===== src/rtl/systolic_row_pkg.sv =====
// Shared definitions for the systolic MAC row: default widths, controller
// states and the signed-add overflow test used by every element.
package systolic_row_pkg;

    localparam int unsigned DefDataW = 8;
    localparam int unsigned DefAccW  = 24;
    localparam int unsigned DefNPe   = 4;

    typedef enum logic [1:0] {
        StRun   = 2'd0,
        StFlush = 2'd1,
        StDrain = 2'd2
    } row_state_e;

    // Two's-complement add overflowed: operands agree in sign, result does not.
    function automatic logic add_ovf(input logic sign_a, input logic sign_b,
                                     input logic sign_sum);
        return (sign_a == sign_b) && (sign_sum != sign_a);
    endfunction

endpackage


===== src/rtl/systolic_row_if.sv =====
// Operand, readout and pass-through signals of one systolic row.
interface systolic_row_if
    import systolic_row_pkg::*;
#(
    parameter int unsigned DATA_W = DefDataW,
    parameter int unsigned ACC_W  = DefAccW,
    parameter int unsigned N_PE   = DefNPe
);
    logic                     clear_in;
    logic                     a_valid_in;
    logic [DATA_W-1:0]        a_in;
    logic [N_PE*DATA_W-1:0]   b_in;
    logic                     drain_in;
    logic                     ready_out;
    logic [DATA_W-1:0]        a_out;
    logic                     a_valid_out;
    logic [N_PE*DATA_W-1:0]   b_out;
    logic [ACC_W-1:0]         c_out;
    logic                     c_valid_out;
    logic                     ovf_out;

    modport master (
        output clear_in, a_valid_in, a_in, b_in, drain_in,
        input  ready_out, a_out, a_valid_out, b_out, c_out, c_valid_out, ovf_out
    );

    modport slave (
        input  clear_in, a_valid_in, a_in, b_in, drain_in,
        output ready_out, a_out, a_valid_out, b_out, c_out, c_valid_out, ovf_out
    );

endinterface


===== src/rtl/systolic_pe.sv =====
// One output-stationary MAC element: registers the passing operand, accumulates
// a*b, and doubles as a stage of the accumulator readout shift chain.
module systolic_pe
    import systolic_row_pkg::*;
#(
    parameter int unsigned DATA_W = DefDataW,
    parameter int unsigned ACC_W  = DefAccW
) (
    input  logic              clock,
    input  logic              reset,
    input  logic [DATA_W-1:0] a_in,
    input  logic              a_valid_in,
    output logic [DATA_W-1:0] a_out,
    output logic              a_valid_out,
    input  logic [DATA_W-1:0] b_in,
    input  logic              clear_in,
    input  logic              kill_in,    // clear outside RUN: also drop in-flight samples
    input  logic              shift_en,
    input  logic [ACC_W-1:0]  shift_in,
    output logic [ACC_W-1:0]  acc_out,
    output logic              ovf_out
);

    logic signed [2*DATA_W-1:0] prod;
    logic signed [ACC_W-1:0]    prod_ext;
    logic [ACC_W-1:0]           sum;
    logic                       acc_en;
    logic [DATA_W-1:0]          a_q;
    logic                       a_valid_q;
    logic [ACC_W-1:0]           acc_q, acc_d;
    logic                       ovf_q, ovf_d;

    assign prod     = $signed(a_in) * $signed(b_in);
    assign prod_ext = ACC_W'(prod);
    assign acc_en   = a_valid_in & ~kill_in;
    assign sum      = acc_q + prod_ext;

    // Accumulator next value: clear beats shift beats accumulate.
    always_comb begin
        acc_d = acc_q;
        ovf_d = ovf_q;
        if (clear_in) begin
            acc_d = acc_en ? prod_ext : '0;
            ovf_d = 1'b0;
        end else if (shift_en) begin
            acc_d = shift_in;
        end else if (acc_en) begin
            acc_d = sum;
            if (add_ovf(acc_q[ACC_W-1], prod_ext[ACC_W-1], sum[ACC_W-1])) begin
                ovf_d = 1'b1;
            end
        end
    end

    // Operand pipeline register and accumulator state.
    always_ff @(posedge clock or negedge reset) begin
        if (!reset) begin
            a_q       <= '0;
            a_valid_q <= 1'b0;
            acc_q     <= '0;
            ovf_q     <= 1'b0;
        end else begin
            a_valid_q <= acc_en;
            if (acc_en) begin
                a_q <= a_in;
            end
            acc_q <= acc_d;
            ovf_q <= ovf_d;
        end
    end

    assign a_out       = a_q;
    assign a_valid_out = a_valid_q;
    assign acc_out     = acc_q;
    assign ovf_out     = ovf_q;

endmodule


===== src/rtl/systolic_row.sv =====
// One-dimensional output-stationary systolic row. Operand a ripples through the
// elements; accumulators are flushed and then read out serially, last element first.
module systolic_row
    import systolic_row_pkg::*;
#(
    parameter int unsigned DATA_W = DefDataW,
    parameter int unsigned ACC_W  = DefAccW,
    parameter int unsigned N_PE   = DefNPe
) (
    input logic           clock,
    input logic           reset,
    systolic_row_if.slave bus
);

    localparam int unsigned CntW = (N_PE > 1) ? $clog2(N_PE) : 1;

    row_state_e               state_q, state_d;
    logic [CntW-1:0]          cnt_q, cnt_d;
    logic [N_PE*DATA_W-1:0]   b_q;
    logic [N_PE:0][DATA_W-1:0] a_chain;
    logic [N_PE:0]            v_chain;
    logic [N_PE:0][ACC_W-1:0] acc_chain;
    logic [N_PE-1:0]          pe_ovf;
    logic                     ready, accept, kill, shift_en;

    assign ready        = (state_q == StRun);
    assign accept       = bus.a_valid_in & ready;
    assign kill         = bus.clear_in & ~ready;
    assign a_chain[0]   = bus.a_in;
    assign v_chain[0]   = accept;
    assign acc_chain[0] = '0;

    for (genvar k = 0; k < N_PE; k++) begin : g_pe
        systolic_pe #(
            .DATA_W (DATA_W),
            .ACC_W  (ACC_W)
        ) u_pe (
            .clock       (clock),
            .reset       (reset),
            .a_in        (a_chain[k]),
            .a_valid_in  (v_chain[k]),
            .a_out       (a_chain[k+1]),
            .a_valid_out (v_chain[k+1]),
            .b_in        (bus.b_in[k*DATA_W +: DATA_W]),
            .clear_in    (bus.clear_in),
            .kill_in     (kill),
            .shift_en    (shift_en),
            .shift_in    (acc_chain[k]),
            .acc_out     (acc_chain[k+1]),
            .ovf_out     (pe_ovf[k])
        );
    end

    // Controller: RUN accepts samples, FLUSH lets in-flight samples land, DRAIN
    // shifts N_PE accumulators out. Clear aborts anything back to RUN.
    always_comb begin
        state_d  = state_q;
        cnt_d    = cnt_q;
        shift_en = 1'b0;
        unique case (state_q)
            StRun: begin
                if (!bus.clear_in && bus.drain_in) begin
                    state_d = (|v_chain) ? StFlush : StDrain;
                end
            end
            StFlush: begin
                if (bus.clear_in) begin
                    state_d = StRun;
                end else if (!(|v_chain[N_PE-1:0])) begin
                    // The last element's register needs no further accumulate.
                    state_d = StDrain;
                end
            end
            StDrain: begin
                if (bus.clear_in) begin
                    state_d = StRun;
                    cnt_d   = '0;
                end else begin
                    shift_en = 1'b1;
                    if (cnt_q == CntW'(N_PE - 1)) begin
                        state_d = StRun;
                        cnt_d   = '0;
                    end else begin
                        cnt_d = cnt_q + 1'b1;
                    end
                end
            end
            default: state_d = StRun;
        endcase
    end

    // Controller state, drain counter and the b pass-through register.
    always_ff @(posedge clock or negedge reset) begin
        if (!reset) begin
            state_q <= StRun;
            cnt_q   <= '0;
            b_q     <= '0;
        end else begin
            state_q <= state_d;
            cnt_q   <= cnt_d;
            b_q     <= bus.b_in;
        end
    end

    assign bus.ready_out   = ready;
    assign bus.a_out       = a_chain[N_PE];
    assign bus.a_valid_out = v_chain[N_PE];
    assign bus.b_out       = b_q;
    assign bus.c_valid_out = (state_q == StDrain);
    assign bus.c_out       = (state_q == StDrain) ? acc_chain[N_PE] : '0;
    assign bus.ovf_out     = |pe_ovf;

endmodule


===== src/flat_wrapper.sv =====
// flat-port wrapper written by rule: the top's interface ports become plain ports
module systolic_row_flat import systolic_row_pkg::*;
#(
    parameter int unsigned DATA_W = DefDataW,
    parameter int unsigned ACC_W  = DefAccW,
    parameter int unsigned N_PE   = DefNPe
)
  (clock, reset, bus_clear_in, bus_a_valid_in, bus_a_in, bus_b_in, bus_drain_in, bus_ready_out, bus_a_out, bus_a_valid_out, bus_b_out, bus_c_out, bus_c_valid_out, bus_ovf_out);
  systolic_row_if #(.DATA_W(DATA_W), .ACC_W(ACC_W), .N_PE(N_PE)) bus_i ();
  input logic clock;
  input logic reset;
  input wire logic [$bits(bus_i.clear_in)-1:0] bus_clear_in;
  input wire logic [$bits(bus_i.a_valid_in)-1:0] bus_a_valid_in;
  input wire logic [$bits(bus_i.a_in)-1:0] bus_a_in;
  input wire logic [$bits(bus_i.b_in)-1:0] bus_b_in;
  input wire logic [$bits(bus_i.drain_in)-1:0] bus_drain_in;
  output wire logic [$bits(bus_i.ready_out)-1:0] bus_ready_out;
  output wire logic [$bits(bus_i.a_out)-1:0] bus_a_out;
  output wire logic [$bits(bus_i.a_valid_out)-1:0] bus_a_valid_out;
  output wire logic [$bits(bus_i.b_out)-1:0] bus_b_out;
  output wire logic [$bits(bus_i.c_out)-1:0] bus_c_out;
  output wire logic [$bits(bus_i.c_valid_out)-1:0] bus_c_valid_out;
  output wire logic [$bits(bus_i.ovf_out)-1:0] bus_ovf_out;
  assign bus_i.clear_in = bus_clear_in;
  assign bus_i.a_valid_in = bus_a_valid_in;
  assign bus_i.a_in = bus_a_in;
  assign bus_i.b_in = bus_b_in;
  assign bus_i.drain_in = bus_drain_in;
  assign bus_ready_out = bus_i.ready_out;
  assign bus_a_out = bus_i.a_out;
  assign bus_a_valid_out = bus_i.a_valid_out;
  assign bus_b_out = bus_i.b_out;
  assign bus_c_out = bus_i.c_out;
  assign bus_c_valid_out = bus_i.c_valid_out;
  assign bus_ovf_out = bus_i.ovf_out;
  systolic_row #(.DATA_W(DATA_W), .ACC_W(ACC_W), .N_PE(N_PE)) u_core (.clock(clock), .reset(reset), .bus(bus_i));
endmodule

===== config.mk =====
export PLATFORM = sky130hd
export DESIGN_NAME = systolic_row_flat
export DESIGN_NICKNAME = d
export VERILOG_FILES = /design/src/rtl/systolic_row_pkg.sv /design/src/rtl/systolic_row_if.sv /design/src/rtl/systolic_pe.sv /design/src/rtl/systolic_row.sv /design/src/flat_wrapper.sv
export SDC_FILE = /design/constraint.sdc
export NUM_CORES = 1
export LEC_CHECK = 0
export CAP_MARGIN = 20
export CELL_PAD_IN_SITES_DETAIL_PLACEMENT = 1
export CELL_PAD_IN_SITES_GLOBAL_PLACEMENT = 2
export CORE_UTILIZATION = 42
export CTS_BUF_LIST = sky130_fd_sc_hd__clkbuf_8 sky130_fd_sc_hd__clkbuf_16
export DETAILED_ROUTE_END_ITERATION = 8
export PLACE_DENSITY_LB_ADDON = 0.12
export SLEW_MARGIN = 20
export SYNTH_ARGS = -nofsm -noshare
export SYNTH_HDL_FRONTEND = slang
export SYNTH_HIERARCHICAL = 1
export SYNTH_SLANG_ARGS = --single-unit

===== constraint.sdc =====
create_clock -name clock -period 12.9 [get_ports clock]
set_clock_uncertainty 0.15 [all_clocks]
set_input_delay 1.935 -clock clock [delete_from_list [all_inputs] [get_ports clock]]
set_output_delay 1.935 -clock clock [all_outputs]
set_load 0.02 [all_outputs]

# Yosys cells after proc, flatten, opt, wreduce, memory -nomap -nowiden
# Index checks and enable logic that the tools add are counted.
[classes] n_mux=44 n_addsub=5 n_eq_ne=15 bitwise_logic=8 reduce_logical=27 mul=4
[op_table] op="24-bit two-way mux" count=17
[op_table] op="24-bit adder" count=4
[op_table] op="8-bit by 8-bit multiplier with 16-bit output" count=4
[op_table] op="1-bit two-way mux" count=18
[op_table] op="2-bit two-way mux" count=8
[op_table] op="2-bit nonzero test" count=8
[op_table] op="3-bit AND reduction" count=5
[op_table] op="3-bit nonzero test" count=4
[op_table] op="4-bit OR reduction" count=2
[op_table] op="1-bit bitwise AND" count=6
[op_table] op="2-bit one-hot mux with 3 select lines" count=1
[op_table] op="1-bit logical AND" count=5
[op_table] op="5-bit OR reduction" count=1
[op_table] op="1-bit == test" count=4
[op_table] op="2-bit == test (second input constant)" count=2
[op_table] op="1-bit != test" count=4
[op_table] op="2-bit != test (second input constant)" count=2
[op_table] op="3-bit by 2-bit != test with 1-bit output (second input constant)" count=1
[op_table] op="3-bit != test (second input constant)" count=1
[op_table] op="2-bit by 1-bit adder with 2-bit output (second input constant)" count=1
[op_table] op="2-bit by 1-bit == test with 1-bit output (second input constant)" count=1
[op_table] op="2-bit logical NOT" count=1
[op_table] op="1-bit NOT" count=2
[op_table] op="1-bit logical NOT" count=1
[totals] inputBits=45 elab_cells=122 regBits=172 out_inout_bits=68

# Longest topological paths before layout
[depth] word_depth=8 mapped_depth=27 depth_no_buf=27

# Hierarchy
# Netlist, hierarchy kept.
[by_module_without_submodules] mod="systolic_pe (u_core.g_pe[0].u_pe)" seq_area_each_um2=850.8 instances=1 area_per_inst_um2=5431.5 cells_per_inst=626
[by_module_without_submodules] mod="systolic_pe (u_core.g_pe[3].u_pe)" seq_area_each_um2=850.8 instances=1 area_per_inst_um2=5421.4 cells_per_inst=654
[by_module_without_submodules] mod="systolic_pe (u_core.g_pe[1].u_pe)" seq_area_each_um2=850.8 instances=1 area_per_inst_um2=5345.1 cells_per_inst=636
[by_module_without_submodules] mod="systolic_pe (u_core.g_pe[2].u_pe)" seq_area_each_um2=850.8 instances=1 area_per_inst_um2=5282.6 cells_per_inst=628
[by_module_without_submodules] mod="systolic_row" seq_area_each_um2=900.9 instances=1 area_per_inst_um2=1198.6 cells_per_inst=84

# Least setup slack after synthesis
# OpenSTA, ideal clock, no wires.
[synth_timing] kind="input -> register" from="input bus_b_in[11]" to="register u_core.g_pe[1].u_pe.acc_q[20]" arrival_time_ns=7.404 path_slack_ns=5.209 t_required_ns=12.612 setup_ns=0.138 n_path_buf=0 path_stages=24 path_cell_list="and2_1 -> fa_1 -> inv_1 -> fa_1 -> inv_1 -> fa_1 -> inv_1 -> fa_1 -> inv_1 -> ha_1 -> a21oi_1 -> nand2b_1 -> o311ai_4 -> xor2_1 -> ha_1 -> a22o_1 -> or3b_2 -> nand4_1 -> a21oi_1 -> o21a_1 -> a21o_1 -> a211oi_1 -> or4_1 -> o211ai_1"
[synth_between] elab_chain_cells=5 elab_cells_between_ends=6 classes_between="add/sub: 1; mul: 1; mux: 4"
[synth_rtl] item="start, declared" line_no="flat_wrapper.sv:15" source="input wire logic [$bits(bus_i.b_in)-1:0] bus_b_in;"
[synth_rtl] item="8-bit by 8-bit multiplier with 16-bit output (*)" line_no="systolic_pe.sv:33" source="assign prod = $signed(a_in) * $signed(b_in);"
[synth_rtl] item="24-bit adder" line_no="systolic_pe.sv:36" source="assign sum = acc_q + prod_ext;"
[synth_rtl] item="24-bit two-way mux" line_no="systolic_pe.sv:47" source="end else if (acc_en) begin"
[synth_rtl] item="24-bit two-way mux" line_no="systolic_pe.sv:45" source="end else if (shift_en) begin"
[synth_rtl] item="24-bit two-way mux (*)" line_no="systolic_pe.sv:42" source="if (clear_in) begin"
[synth_rtl] item="end signal, assigned" line_no="systolic_pe.sv:60" source="acc_q <= '0;"
[synth_rtl] item="end signal, assigned" line_no="systolic_pe.sv:67" source="acc_q <= acc_d;"
[synth_rtl] item="end, declared" line_no="systolic_pe.sv:30" source="logic [ACC_W-1:0] acc_q, acc_d;"
# Every way passes the cells marked *; elsewhere a longest branch is shown, timed or not. The select of a mux whose other input is x is not followed.
# A chain may end at the register's enable or synchronous reset.

# Worst setup path after layout
[layout_timing] from="input bus_b_in[18]" to="register u_core.g_pe[2].u_pe.acc_q[23]"
[layout_between] elab_chain_cells=5 elab_cells_between_ends=6 classes_between="add/sub: 1; mul: 1; mux: 4"
[layout_rtl] item="8-bit by 8-bit multiplier with 16-bit output (*)" line_no="systolic_pe.sv:33"
[layout_rtl] item="24-bit adder" line_no="systolic_pe.sv:36"
[layout_rtl] item="24-bit two-way mux" line_no="systolic_pe.sv:47"
[layout_rtl] item="24-bit two-way mux" line_no="systolic_pe.sv:45"
[layout_rtl] item="24-bit two-way mux (*)" line_no="systolic_pe.sv:42"
[layout_rtl] item="end signal, assigned" line_no="systolic_pe.sv:60"
[layout_rtl] item="end signal, assigned" line_no="systolic_pe.sv:67"
[layout_rtl] item="end, declared" line_no="systolic_pe.sv:30"
# Marked as above.

==> parameters.txt <==
Parameter                              Value

Clock network
  Post-cts resize count ... 0
  CTS tree ... done
  Maximum buffer depth of the clock tree ... 2
  Root buffer selected by CTS ... sky130_fd_sc_hd__clkbuf_16
  Clock-pin slew reported for the worst setup and hold paths after clock tree synthesis ... 0.07 ns
  CTS buffer count ... 17
  Post-CTS setup repair buffer count ... 0
  Total of hold buffers inserted after clock tree synthesis ... 0
  H-tree level count ... 4
  Num Clock Sinks ... 172
  Worst-Skew Late Latency ... 0.50 ns

Global route
  Overall global routing resource usage ... 25.7%
  Global-route wire length before repair ... 109000 um
  Initial antenna violation count ... 0
  Pin count of the biggest net entering global routing ... 158
  GR Overflow Total ... 0
  Number of global-route vias before repair ... 20.1k

Logic synthesis
  Yosys warning total ... 6
  Count of distinct cell types in the synthesized netlist ... 111
  Top cells by area, synth ... sky130_fd_sc_hd__fa_1 20%, sky130_fd_sc_hd__dfrtp_1 19%, sky130_fd_sc_hd__ha_1 12%, sky130_fd_sc_hd__inv_1 6.4%, sky130_fd_sc_hd__and2_1 5.7%
  Biggest area consumer among synthesized cells ... sky130_fd_sc_hd__fa_1
  Netlist area before placement ... 22700 um2
  Area fraction of the dominant cell type after synthesis ... 19.8%
  Instance count of the mapped netlist ... 2628
  Top_reg_cell synth ... sky130_fd_sc_hd__dfrtp_1
  Ys async rst share ... 100%
  Average cell area after synthesis ... 8.63 um2
  Flip-flop and latch count after synthesis ... 172
  Sequential-to-total area share from yosys stat ... 19.0%
  Count of flip-flops with a built-in enable after synthesis ... 0

Die
  Number of placed I/O pins ... 113
  Die Span X ... 234 um
  Area of the die ... 54900 um2
  Core Region ... 53000 um2
  Initial core utilization ... 42.8%
  Number of standard-cell rows in the floorplan ... 84
  Vert. Die Dim ... 234 um

Timing
  Setup violation total in the final timing report ... 0
  Period utilisation layout ... 66.0%
  Max_slew headroom ... 42.1%
  RSZ-0062 raised after global routing ... no
  Time the worst path needs with I/O delays and setup ... 8.52 ns
  Hold slack ... 0.330 ns
  Fmax ... 117 MHz
  Final hold violation count ... 0
  Worst Tran Pin Value ... 0.869 ns
  Setup Total Neg Slack ... 0 ns
  Slew Viols, Final ... 0

Final layout
  # nets final ... 3211
  Filler cell count in the final layout ... 6277
  Syn-to-layout area delta ... 11.1%
  Inserted Diodes ... 0
  Fraction of final layout cells sized beyond drive strength 1 ... 4.66%
  Fraction of the core area covered by cells at the end of the flow ... 47.6%

Worst setup path
  Required time of the critical path ... 13.14 ns
  Arrival time at the worst endpoint ... 8.76 ns
  Kind of end point of the critical path ... flop
  Classification of the worst setup path ... in -> reg
  Largest fanout of any net on the critical path ... 12
  Startpoint type of the worst setup path ... input pin

Route
  Routed wire length ... 68100 um
  Number of remaining DRC errors ... 0
  Vias per std cell ... 5.47
  Number of violations reported at the end of detailed-routing iteration 0 ... 746
  Average wire per cell in the routed design ... 19.8 um
  Final antenna-violating net count ... 0
  Via count ... 18.8k
  Detailed-routing iteration count for the pre-antenna-repair pass ... 4

Outcome
  Outcome ... finished clean

Place
  Count of input and output buffers ... 112
  Placed wire-length estimate after detailed placement ... 53400 um
  Final weighted congestion in routability-driven placement ... 0.893

Flow run
  Number of max-capacitance violations reported ... 0

Worst hold path
  Class of the worst hold path ... reg -> reg
[cell usage in the layout (no fill, tap or decap), drive strengths merged, types with 7 or more instances in the layout]
cell | synthesis | routed
o21ai | 113 | 113
and2 | 211 | 211
ha | 209 | 209
clkbuf | 50 | 18
or2 | 8 | 8
o31ai | 10 | 10
nor3 | 25 | 25
xor2 | 35 | 35
nand2 | 303 | 303
nand3 | 35 | 35
a211oi | 37 | 37
fa | 224 | 224
conb | 1 | 24
nand2b | 26 | 26
and3 | 11 | 11
o22ai | 9 | 9
o22a | 7 | 7
nor2 | 155 | 155
dfrtp | 172 | 172
xnor2 | 100 | 100
o21a | 16 | 16
buf | 13 | 15
a31oi | 29 | 29
o21bai | 21 | 21
nor2b | 45 | 45
inv | 387 | 393
o211ai | 9 | 9
a21o | 42 | 42
nand3b | 9 | 9
a21oi | 176 | 176
clkdlybuf4s50 | 0 | 110
a221oi | 10 | 10
mux2i | 16 | 16
a22oi | 9 | 9
[final cells by class]
| cell class | instances | area (um2) | share of cell area [%] |
|---|---|---|---|
| clock buffer | 17 | 425 | 1.69 |
| clock inverter | 15 | 186 | 0.740 |
| inverter | 389 | 1460 | 5.80 |
| multi-input combinational | 2027 | 16700 | 66.3 |
| sequential | 172 | 4300 | 17.1 |
| tap | 688 | 861 | 3.42 |
| timing repair buffer | 126 | 1240 | 4.92 |
[Yosys cell counts, types with 5 or more instances]
master and instances:
sky130_fd_sc_hd__a22o_1 5, sky130_fd_sc_hd__nand2_1 299, sky130_fd_sc_hd__a21o_2 6, sky130_fd_sc_hd__and2_1 207, sky130_fd_sc_hd__o31ai_1 8, sky130_fd_sc_hd__o21a_1 16
sky130_fd_sc_hd__o21ai_0 97, sky130_fd_sc_hd__clkbuf_1 47, sky130_fd_sc_hd__a21oi_1 174, sky130_fd_sc_hd__nand2b_1 26, sky130_fd_sc_hd__ha_1 209, sky130_fd_sc_hd__o21bai_1 21
sky130_fd_sc_hd__a22oi_1 7, sky130_fd_sc_hd__xor2_1 35, sky130_fd_sc_hd__nand3b_1 9, sky130_fd_sc_hd__or3_1 5, sky130_fd_sc_hd__o211ai_1 7, sky130_fd_sc_hd__a221o_1 5
sky130_fd_sc_hd__o22ai_1 7, sky130_fd_sc_hd__buf_1 7, sky130_fd_sc_hd__fa_1 224, sky130_fd_sc_hd__inv_1 386, sky130_fd_sc_hd__a31oi_1 28, sky130_fd_sc_hd__mux2i_1 16
sky130_fd_sc_hd__and3_1 8, sky130_fd_sc_hd__dfrtp_1 172, sky130_fd_sc_hd__nor2_1 154, sky130_fd_sc_hd__o21ai_1 12, sky130_fd_sc_hd__a21o_1 35, sky130_fd_sc_hd__nor2b_1 45
sky130_fd_sc_hd__or2_2 6, sky130_fd_sc_hd__xnor2_1 94, sky130_fd_sc_hd__a211oi_2 6, sky130_fd_sc_hd__nor3_1 25, sky130_fd_sc_hd__a41oi_1 5, sky130_fd_sc_hd__nand3_1 32
sky130_fd_sc_hd__a221oi_1 10, sky130_fd_sc_hd__a211oi_1 31
[per-layer routing]
metal | up-vias | routed length, um | global-route usage (%)
met4 | 0 | 1870 | 8.21
met1 | 9627 | 29800 | 31.9
met3 | 89 | 1540 | 3.34
met5 | - | 0 | 0
met2 | 223 | 34900 | 45.8
li1 | 8841 | - | -
[through the flow]
| stage | std cells | setup slack, ns | instance area (um2) |
|---|---|---|---|
| 2_1_floorplan | 2651 | 5.21 | 22800 |
| 3_3_place_gp | 3402 | 4.05 | 24600 |
| 3_5_place_dp | 3402 | 3.88 | 24600 |
| 4_1_cts | 3434 | 4.44 | 25200 |
| 5_1_grt | 3434 | 4.03 | 25200 |
| 6_report | 3434 | 4.38 | 25200 |
[worst paths after layout]
path	slack [ns]	cells past startpoint	from	end
max in group asynchronous	10.01	2	reset	u_core/g_pe[0].u_pe/acc_out[14]
min in group asynchronous	1.32	1	reset	u_core/bus.b_out[14]
setup / recovery	4.38	24	bus_b_in[18]	u_core/g_pe[2].u_pe/acc_out[23]
hold reg to reg	0.33	2	u_core/g_pe[3].u_pe/a_out[0]	u_core/g_pe[3].u_pe/a_out[0]
setup reg to reg	5.87	24	u_core/g_pe[0].u_pe/a_out[7]	u_core/g_pe[1].u_pe/acc_out[23]
hold / removal	0.33	2	u_core/g_pe[3].u_pe/a_out[0]	u_core/g_pe[3].u_pe/a_out[0]
[sequential cells by signal, summed over array words and instances, names as in the netlist]
register                      count
u_core/cnt_q                      2
u_core/g_pe.u_pe/ovf_out          4
u_core/g_pe.u_pe/acc_out         96
u_core/bus.b_out                 32
u_core/g_pe.u_pe/a_valid_out      4
u_core/state_q                    2
u_core/g_pe.u_pe/a_out           32
[kinds of logic (layout without fill, tap and decap cells)]
group                      Yosys count  count (layout)  synth area share (%)
muxes                               20              20                 0.905
xor gates and xnor gates           135             135                  5.61
buffers and inverters              452             547                  7.74
and+or+nand+nor                    858             858                  18.8
DFF                                172             172                  19.0
adders and majority gates          433             433                  31.3
AOI/OAI and AO/OA                  557             557                  16.7
other                                1              24                0.0165
[critical path, stage by stage]
cell	delay (ns)
sky130_fd_sc_hd__clkdlybuf4s50_1	0.66
sky130_fd_sc_hd__nand2_1	0.21
sky130_fd_sc_hd__fa_1	0.66
sky130_fd_sc_hd__fa_1	0.54
sky130_fd_sc_hd__inv_1	0.06
sky130_fd_sc_hd__fa_1	0.49
sky130_fd_sc_hd__inv_1	0.05
sky130_fd_sc_hd__fa_1	0.47
sky130_fd_sc_hd__inv_1	0.04
sky130_fd_sc_hd__ha_1	0.37
sky130_fd_sc_hd__nand3_2	0.12
sky130_fd_sc_hd__or4_4	0.53
sky130_fd_sc_hd__o211ai_2	0.11
sky130_fd_sc_hd__o22ai_4	0.13
sky130_fd_sc_hd__xnor2_4	0.45
sky130_fd_sc_hd__ha_1	0.40
sky130_fd_sc_hd__a21oi_1	0.20
sky130_fd_sc_hd__o21ai_0	0.14
sky130_fd_sc_hd__a41oi_1	0.31
sky130_fd_sc_hd__nand3b_1	0.13
sky130_fd_sc_hd__a21o_1	0.19
sky130_fd_sc_hd__a21bo_1	0.20
sky130_fd_sc_hd__and2_0	0.15
sky130_fd_sc_hd__o211a_1	0.21
Power is left out: the tool's default activity adds up to more than one toggle a clock period on the data nets, which glitch-free logic cannot reach.
